$ cat src/rtl/serv_dbus_ctrl.sv
// serv_dbus_ctrl
// Data-bus controller placed after the serial buffer register. It collects
// bit-serial store data, runs one Wishbone classic cycle per request, and
// returns load data bit-serially. Load data is lane-aligned and sign- or
// zero-extended.
//
// Parameters
//   W           bits per serial cycle (1 or 4), equal to the core's BITS_PER_CYCLE
// Ports
//   i_clk       clock, rising edge
//   i_rst_n     asynchronous active-low reset
//   i_req       start request, sampled only while idle
//   i_we        1 = store, 0 = load
//   i_size      00 byte, 01 half, 10/11 word
//   i_signed    sign-extend the load result
//   i_adr       word address (bits [1:0] ignored)
//   i_lsb       byte offset within the word
//   i_wdat_en   shift in one store-data chunk
//   i_wdat      store data chunk, LSB first
//   i_rdat_en   shift out one load-data chunk
//   o_rdat      load data chunk, LSB first (0 when not enabled)
//   o_busy      a bus cycle is in progress
//   o_done      single-cycle pulse when the bus cycle completes
//   o_misalign  single-cycle pulse when a request is rejected
//   o_wb_*      Wishbone classic master signals
//   i_wb_rdt    Wishbone read data
//   i_wb_ack    Wishbone acknowledge
module serv_dbus_ctrl #(
  parameter int W = 1
) (
  input  logic          i_clk,
  input  logic          i_rst_n,
  input  logic          i_req,
  input  logic          i_we,
  input  logic [1:0]    i_size,
  input  logic          i_signed,
  input  logic [31:0]   i_adr,
  input  logic [1:0]    i_lsb,
  input  logic          i_wdat_en,
  input  logic [W-1:0]  i_wdat,
  input  logic          i_rdat_en,
  output logic [W-1:0]  o_rdat,
  output logic          o_busy,
  output logic          o_done,
  output logic          o_misalign,
  output logic [31:0]   o_wb_adr,
  output logic [31:0]   o_wb_dat,
  output logic [3:0]    o_wb_sel,
  output logic          o_wb_we,
  output logic          o_wb_cyc,
  input  logic [31:0]   i_wb_rdt,
  input  logic          i_wb_ack
);

  typedef enum logic [0:0] {
    ST_IDLE = 1'b0,
    ST_BUS  = 1'b1
  } state_t;

  // Byte enables for a given access size and byte offset.
  function automatic logic [3:0] lane_sel(input logic [1:0] size, input logic [1:0] lsb);
    logic [3:0] sel;
    case (size)
      2'b00:   sel = 4'b0001 << lsb;
      2'b01:   sel = lsb[1] ? 4'b1100 : 4'b0011;
      default: sel = 4'b1111;
    endcase
    return sel;
  endfunction

  // Store data replicated across all lanes so any selected lane carries it.
  function automatic logic [31:0] lane_dat(input logic [1:0] size, input logic [31:0] wdat);
    logic [31:0] dat;
    case (size)
      2'b00:   dat = {4{wdat[7:0]}};
      2'b01:   dat = {2{wdat[15:0]}};
      default: dat = wdat;
    endcase
    return dat;
  endfunction

  // Half-words need an even offset, words need offset zero.
  function automatic logic is_misaligned(input logic [1:0] size, input logic [1:0] lsb);
    logic mis;
    case (size)
      2'b00:   mis = 1'b0;
      2'b01:   mis = lsb[0];
      default: mis = (lsb != 2'b00);
    endcase
    return mis;
  endfunction

  state_t       state_r, state_s;
  logic         cyc_r, cyc_s;
  logic         we_r, we_s;
  logic [3:0]   sel_r, sel_s;
  logic [31:0]  dat_r, dat_s;
  logic [29:0]  adr_r, adr_s;
  logic [1:0]   size_r, size_s;
  logic         signed_r, signed_s;
  logic [1:0]   lsb_r, lsb_s;
  logic         busy_r, busy_s;
  logic         done_r, done_s;
  logic         misalign_r, misalign_s;
  logic         capture_s;

  logic [31:0]  wdat_r;
  logic [31:0]  rdat_r;
  logic         sgn_r;
  logic [4:0]   cnt_r;

  logic [31:0]  rdt_shift_s;
  logic         rdt_sign_s;
  logic [5:0]   lim_s;
  logic         rd_shift_s;
  logic [W-1:0] rdat_out_s;
  logic         unused_adr_s;

  // The two low address bits are always zero upstream and never used.
  assign unused_adr_s = ^i_adr[1:0];

  // Next-state and bus-output logic of the request/bus-cycle FSM.
  always_comb begin
    state_s    = state_r;
    cyc_s      = cyc_r;
    we_s       = we_r;
    sel_s      = sel_r;
    dat_s      = dat_r;
    adr_s      = adr_r;
    size_s     = size_r;
    signed_s   = signed_r;
    lsb_s      = lsb_r;
    busy_s     = busy_r;
    done_s     = 1'b0;
    misalign_s = 1'b0;
    capture_s  = 1'b0;
    case (state_r)
      ST_IDLE: begin
        if (i_req) begin
          if (is_misaligned(i_size, i_lsb)) begin
            misalign_s = 1'b1;
          end else begin
            state_s  = ST_BUS;
            cyc_s    = 1'b1;
            busy_s   = 1'b1;
            we_s     = i_we;
            sel_s    = lane_sel(i_size, i_lsb);
            dat_s    = lane_dat(i_size, wdat_r);
            adr_s    = i_adr[31:2];
            size_s   = i_size;
            signed_s = i_signed;
            lsb_s    = i_lsb;
          end
        end else begin
          state_s = ST_IDLE;
        end
      end
      ST_BUS: begin
        if (i_wb_ack) begin
          state_s   = ST_IDLE;
          cyc_s     = 1'b0;
          we_s      = 1'b0;
          sel_s     = 4'b0000;
          busy_s    = 1'b0;
          done_s    = 1'b1;
          capture_s = ~we_r;
        end else begin
          state_s = ST_BUS;
        end
      end
      default: begin
        state_s = ST_IDLE;
        cyc_s   = 1'b0;
        we_s    = 1'b0;
        sel_s   = 4'b0000;
        busy_s  = 1'b0;
      end
    endcase
  end

  // FSM state and registered bus outputs.
  always_ff @(posedge i_clk or negedge i_rst_n) begin
    if (!i_rst_n) begin
      state_r    <= ST_IDLE;
      cyc_r      <= 1'b0;
      we_r       <= 1'b0;
      sel_r      <= 4'b0000;
      dat_r      <= 32'h0000_0000;
      adr_r      <= 30'd0;
      size_r     <= 2'b00;
      signed_r   <= 1'b0;
      lsb_r      <= 2'b00;
      busy_r     <= 1'b0;
      done_r     <= 1'b0;
      misalign_r <= 1'b0;
    end else begin
      state_r    <= state_s;
      cyc_r      <= cyc_s;
      we_r       <= we_s;
      sel_r      <= sel_s;
      dat_r      <= dat_s;
      adr_r      <= adr_s;
      size_r     <= size_s;
      signed_r   <= signed_s;
      lsb_r      <= lsb_s;
      busy_r     <= busy_s;
      done_r     <= done_s;
      misalign_r <= misalign_s;
    end
  end

  // Store-data shift register, filled LSB first one chunk at a time.
  always_ff @(posedge i_clk or negedge i_rst_n) begin
    if (!i_rst_n) begin
      wdat_r <= 32'h0000_0000;
    end else if (i_wdat_en) begin
      wdat_r <= {i_wdat, wdat_r[31:W]};
    end else begin
      wdat_r <= wdat_r;
    end
  end

  // Read data aligned to bit 0 and the sign bit of the addressed item.
  always_comb begin
    rdt_shift_s = i_wb_rdt >> {lsb_r, 3'b000};
    case (size_r)
      2'b00:   rdt_sign_s = signed_r & rdt_shift_s[7];
      2'b01:   rdt_sign_s = signed_r & rdt_shift_s[15];
      default: rdt_sign_s = 1'b0;
    endcase
  end

  // Read-out only advances while idle; requests in flight ignore i_rdat_en.
  assign rd_shift_s = i_rdat_en & (state_r == ST_IDLE);

  // Load data register, sign bit and read-out bit counter.
  always_ff @(posedge i_clk or negedge i_rst_n) begin
    if (!i_rst_n) begin
      rdat_r <= 32'h0000_0000;
      sgn_r  <= 1'b0;
      cnt_r  <= 5'd0;
    end else if (capture_s) begin
      rdat_r <= rdt_shift_s;
      sgn_r  <= rdt_sign_s;
      cnt_r  <= 5'd0;
    end else if (rd_shift_s) begin
      rdat_r <= rdat_r >> W;
      cnt_r  <= cnt_r + 5'(W);
    end else begin
      rdat_r <= rdat_r;
      cnt_r  <= cnt_r;
    end
  end

  // Bits beyond the item width are replaced by the extension bit.
  always_comb begin
    case (size_r)
      2'b00:   lim_s = 6'd8;
      2'b01:   lim_s = 6'd16;
      default: lim_s = 6'd32;
    endcase
    rdat_out_s = '0;
    if (rd_shift_s) begin
      for (int k = 0; k < W; k++) begin
        rdat_out_s[k] = (({1'b0, cnt_r} + 6'(k)) < lim_s) ? rdat_r[k] : sgn_r;
      end
    end else begin
      rdat_out_s = '0;
    end
  end

  assign o_rdat     = rdat_out_s;
  assign o_busy     = busy_r;
  assign o_done     = done_r;
  assign o_misalign = misalign_r;
  assign o_wb_adr   = {adr_r, 2'b00};
  assign o_wb_dat   = dat_r;
  assign o_wb_sel   = sel_r;
  assign o_wb_we    = we_r;
  assign o_wb_cyc   = cyc_r;

endmodule

$ cat config.mk
export PLATFORM = sky130hd
export DESIGN_NAME = serv_dbus_ctrl
export DESIGN_NICKNAME = d
export VERILOG_FILES = /design/src/rtl/serv_dbus_ctrl.sv
export SDC_FILE = /design/constraint.sdc
export NUM_CORES = 1
export LEC_CHECK = 0
export CAP_MARGIN = 30
export CORE_MARGIN = 2
export CORE_UTILIZATION = 35
export CTS_CLUSTER_SIZE = 30
export DETAILED_ROUTE_END_ITERATION = 12
export GPL_TIMING_DRIVEN = 0
export HOLD_SLACK_MARGIN = 0.08
export SETUP_SLACK_MARGIN = 0.5
export SLEW_MARGIN = 20
export SYNTH_ARGS = -nofsm -noshare
export SYNTH_HDL_FRONTEND = slang
export SYNTH_SLANG_ARGS = --single-unit
$ cat constraint.sdc
create_clock -name i_clk -period 2.15 [get_ports i_clk]
set_clock_uncertainty 0.2 [all_clocks]
set_input_delay 0.215 -clock i_clk [delete_from_list [all_inputs] [get_ports i_clk]]
set_output_delay 0.215 -clock i_clk [all_outputs]
set_load 0.01 [all_outputs]
==> key figures <==
Floorplanning
  – Core ar.: 19,500 µm²
  – Initial Utilization: 35.8%
  – Ports: 151
  – Die W: 145 µm
  – Std-Cell Rows: 51
  – Die H: 145 µm
  – Die area: 21,000 µm²

STA
  – Hold_ws: 0.111 ns
  – Period Utilization, post-route: 104%
  – Unrepaired setup endpoints after global routing: true
  – Worst relative slew slack: 66.3%
  – Setup violations, final: 1
  – Post-layout min period: 2.23 ns
  – Max Freq: 0.448 GHz
  – Fin worst setup slack: -0.0824 ns
  – Final Hold Viols: 0
  – Tightest Pin Transition: 0.506 ns
  – Slew Viols, Final: 0

CTS
  – TritonCTS Buffers: 17
  – Clk buf depth: 2
  – Worst-skew pair later-pin latency: 0.43 ns
  – # clock sinks: 146
  – CTS tree: done
  – Root Buffer: clkbuf_16
  – CTS clock-pin slew for the worst setup and hold paths: 0.06 ns
  – H-tree Lvls: 4

Critical path
  – Critical path launch point: size_r[1]
  – Worst r2r dst: adr_r[17]
  – Crit-path leading delay family: flip-flops
  – CP max-delay cell: dfrtp_1
  – CP bufs+invs: 1
  – Reg2reg path depth: 7
  – Worst path required time: 1.74 ns
  – CP max stage delay: 0.37 ns
  – CP max FO: 2
  – CP Launch Type: register
  – CP Class: register to primary output
  – Crit end category: primary output
  – R2R Setup Slk: 0.35 ns
  – Worst path cell trace: nand2b_4 -> ha_4 -> o21ai_2 -> a21oi_2 -> mux2i_1 -> buf_2
  – Worst R2R Start: state_r
  – Critical Path AT: 1.82 ns

Global routing
  – Largest net degree at the start of global routing: 95
  – Initial antenna violation count: 0
  – Gr usage total: 18.0%
  – First-pass GRT wire length: 29,600 µm
  – Vias in the first global route: 5,406
  – Total grt overflow: 0

Synthesis
  – Syn Std Cell Area: 6960 µm²
  – Prevailing post-synth register cell: dfrtp_1
  – Largest family of logic cells by synthesized area: multiplexers
  – Post-synthesis sequential area ratio: 52.5%
  – Simple-gate area share of the yosys netlist: 6.33%
  – Yosys cell types: 41
  – Synth top area share: 52.5%
  – Commonest cells in the netlist: dfrtp_1, mux2_2, mux2_4
  – Syn. warnings: 0
  – Count leader, synth: dfrtp_1
  – Avg Cell Area, Syn: 13.3 µm²
  – EDFF count, synth: 0
  – Leading area contributor after synthesis: dfrtp_1
  – Adder-cell share of the synthesized area: 0.360%
  – Mux share of post-synthesis cell area: 29.9%
  – Post-Synth XOR/XNOR Area: 0.378%
  – Async SR Flop Fraction: 100%
  – Flop and latch count out of synthesis: 146
  – Top cells by area, synth: dfrtp_1, mux2_4, mux2_2
  – Synth Area in Compound Gates: 6.58%
  – Syn Inst Count: 524

Finish
  – Synth-to-Final Area Change: 48.1%
  – Nets: 807
  – Post-Layout Cell Count: 1,006
  – Final core utilization: 52.9%
  – Layout cells sized above 1: 36.8%
  – Post-Layout Inst Area: 10,300 µm²
  – Multi-input logic area: 3340 µm²
  – Fillers: 1,646
  – Register area: 3660 µm²
  – Ant diodes: 0

Pwr
  – Leakage: 4.89 nW
  – Peak VDD IR: 0.627 mV
  – Pwr Density: 1110 nW/µm²

Detailed routing
  – Routed vias/inst: 4.90
  – Number of DRC markers in iteration 0: 342
  – Routed WL per cell: 19.0 µm
  – Uppermost layer routed: met4
  – Met1 Wirelength: 8480 µm
  – Post-route ant nets: 0
  – DRC viols: 0
  – Drt pass-1 iters: 4
  – Metal2 WL: 9350 µm
  – Drt total wl: 19,100 µm
  – Met3 WL: 741 µm
  – Routed via count: 4,934

Hold path
  – Hold Path Class: input port to asynchronous set/reset pin

Status
  – Status: finished with violations
  – Failing checks: setup timing

Placed design
  – Hpwl dp: 12,800 µm
  – Routability cong.: 0.871
  – IO buf count: 145
  – Placed instance area: 8780 µm²
  – Placed cell count: 936

Run
  – Max Cap Viol: 0
where the power goes:
group          internal (mW)  total [mW]  switching, mW
Clock                   2.01        3.19           1.18
Sequential              3.71        4.40          0.700
Combinational           2.28        3.84           1.56
per-layer routing:
metal	vias up	global-route usage (%)
met2	132	30.2
met1	2476	22.7
met5	-	0
met3	33	3.99
li1	2293	-
met4	0	6.68
placed cells by master, fill, tap and decap left out, types with 11 or more instances in the layout:
| master | count |
|---|---|
| a31oi_1 | 11 |
| buf_4 | 17 |
| buf_6 | 20 |
| clkbuf_16 | 25 |
| clkdlybuf4s50_1 | 69 |
| dfrtp_1 | 143 |
| dlygate4sd2_1 | 72 |
| mux2_2 | 61 |
| mux2_4 | 59 |
| mux2i_1 | 31 |
| nand2_1 | 45 |
| o21ai_0 | 20 |
per-stage QoR:
stage | setup TNS, ns | setup WS, ns | power (mW)
finish | -0.0824 | -0.0824 | 11.4
global route | -0.169 | -0.169 | 12.0
CTS | -0.118 | -0.118 | 11.2
detailed placement | -4.02 | -0.610 | 7.92
global placement | -757.02 | -5.17 | 7.84
floorplan | 0 | 0.465 | 6.29
flip-flops by register name (all words and copies together) (netlist names):
register / count
size_r: 2
o_misalign: 1
state_r: 1
wdat_r: 32
o_wb_dat: 32
o_busy: 1
sgn_r: 1
cnt_r: 5
o_wb_sel: 4
rdat_r: 32
lsb_r: 2
o_wb_we: 1
adr_r: 30
signed_r: 1
o_done: 1
layout make-up:
type / instances / share of cell area [%]
multi-input combinational: 334 / 32.4
tap: 265 / 3.22
clock inverter: 12 / 1.75
sequential: 146 / 35.5
buffer: 38 / 3.91
clock buffer: 20 / 4.43
timing repair buffer: 184 / 18.5
inverter: 7 / 0.291
worst max-delay path by stage:
| stage | depth (start not counted) | slack (ns) | end |
|---|---|---|---|
| floorplan | 5 | 0.47 | o_rdat |
| global placement | 1 | -5.17 | o_wb_dat[27] |
| detailed placement | 7 | -0.61 | o_rdat |
| CTS | 6 | -0.12 | o_rdat |
| global route | 6 | -0.17 | o_rdat |
| finish | 6 | -0.08 | o_rdat |
cells by family (layout without fill, tap and decap cells):
logic type	Yosys count	count (layout)
xor gates and xnor gates	3	3
and+or+nand+nor	93	93
other	1	2
adders and majority gates	2	2
AOI/OAI and AO/OA	70	70
DFF	146	146
buffers and inverters	45	261
muxes	164	164
repair_timing:
item / CTS / global route
setup buffers: 14 / 12
resized for setup: 154 / 68
gates cloned: 0 / 10
setup endpoints to repair: 177 / 82
pin swaps: 8 / 11
hold endpoints to repair: 148 / 0
hold buffers: 2 / 0
No activity file was read; power rests on OpenSTA's default activity.
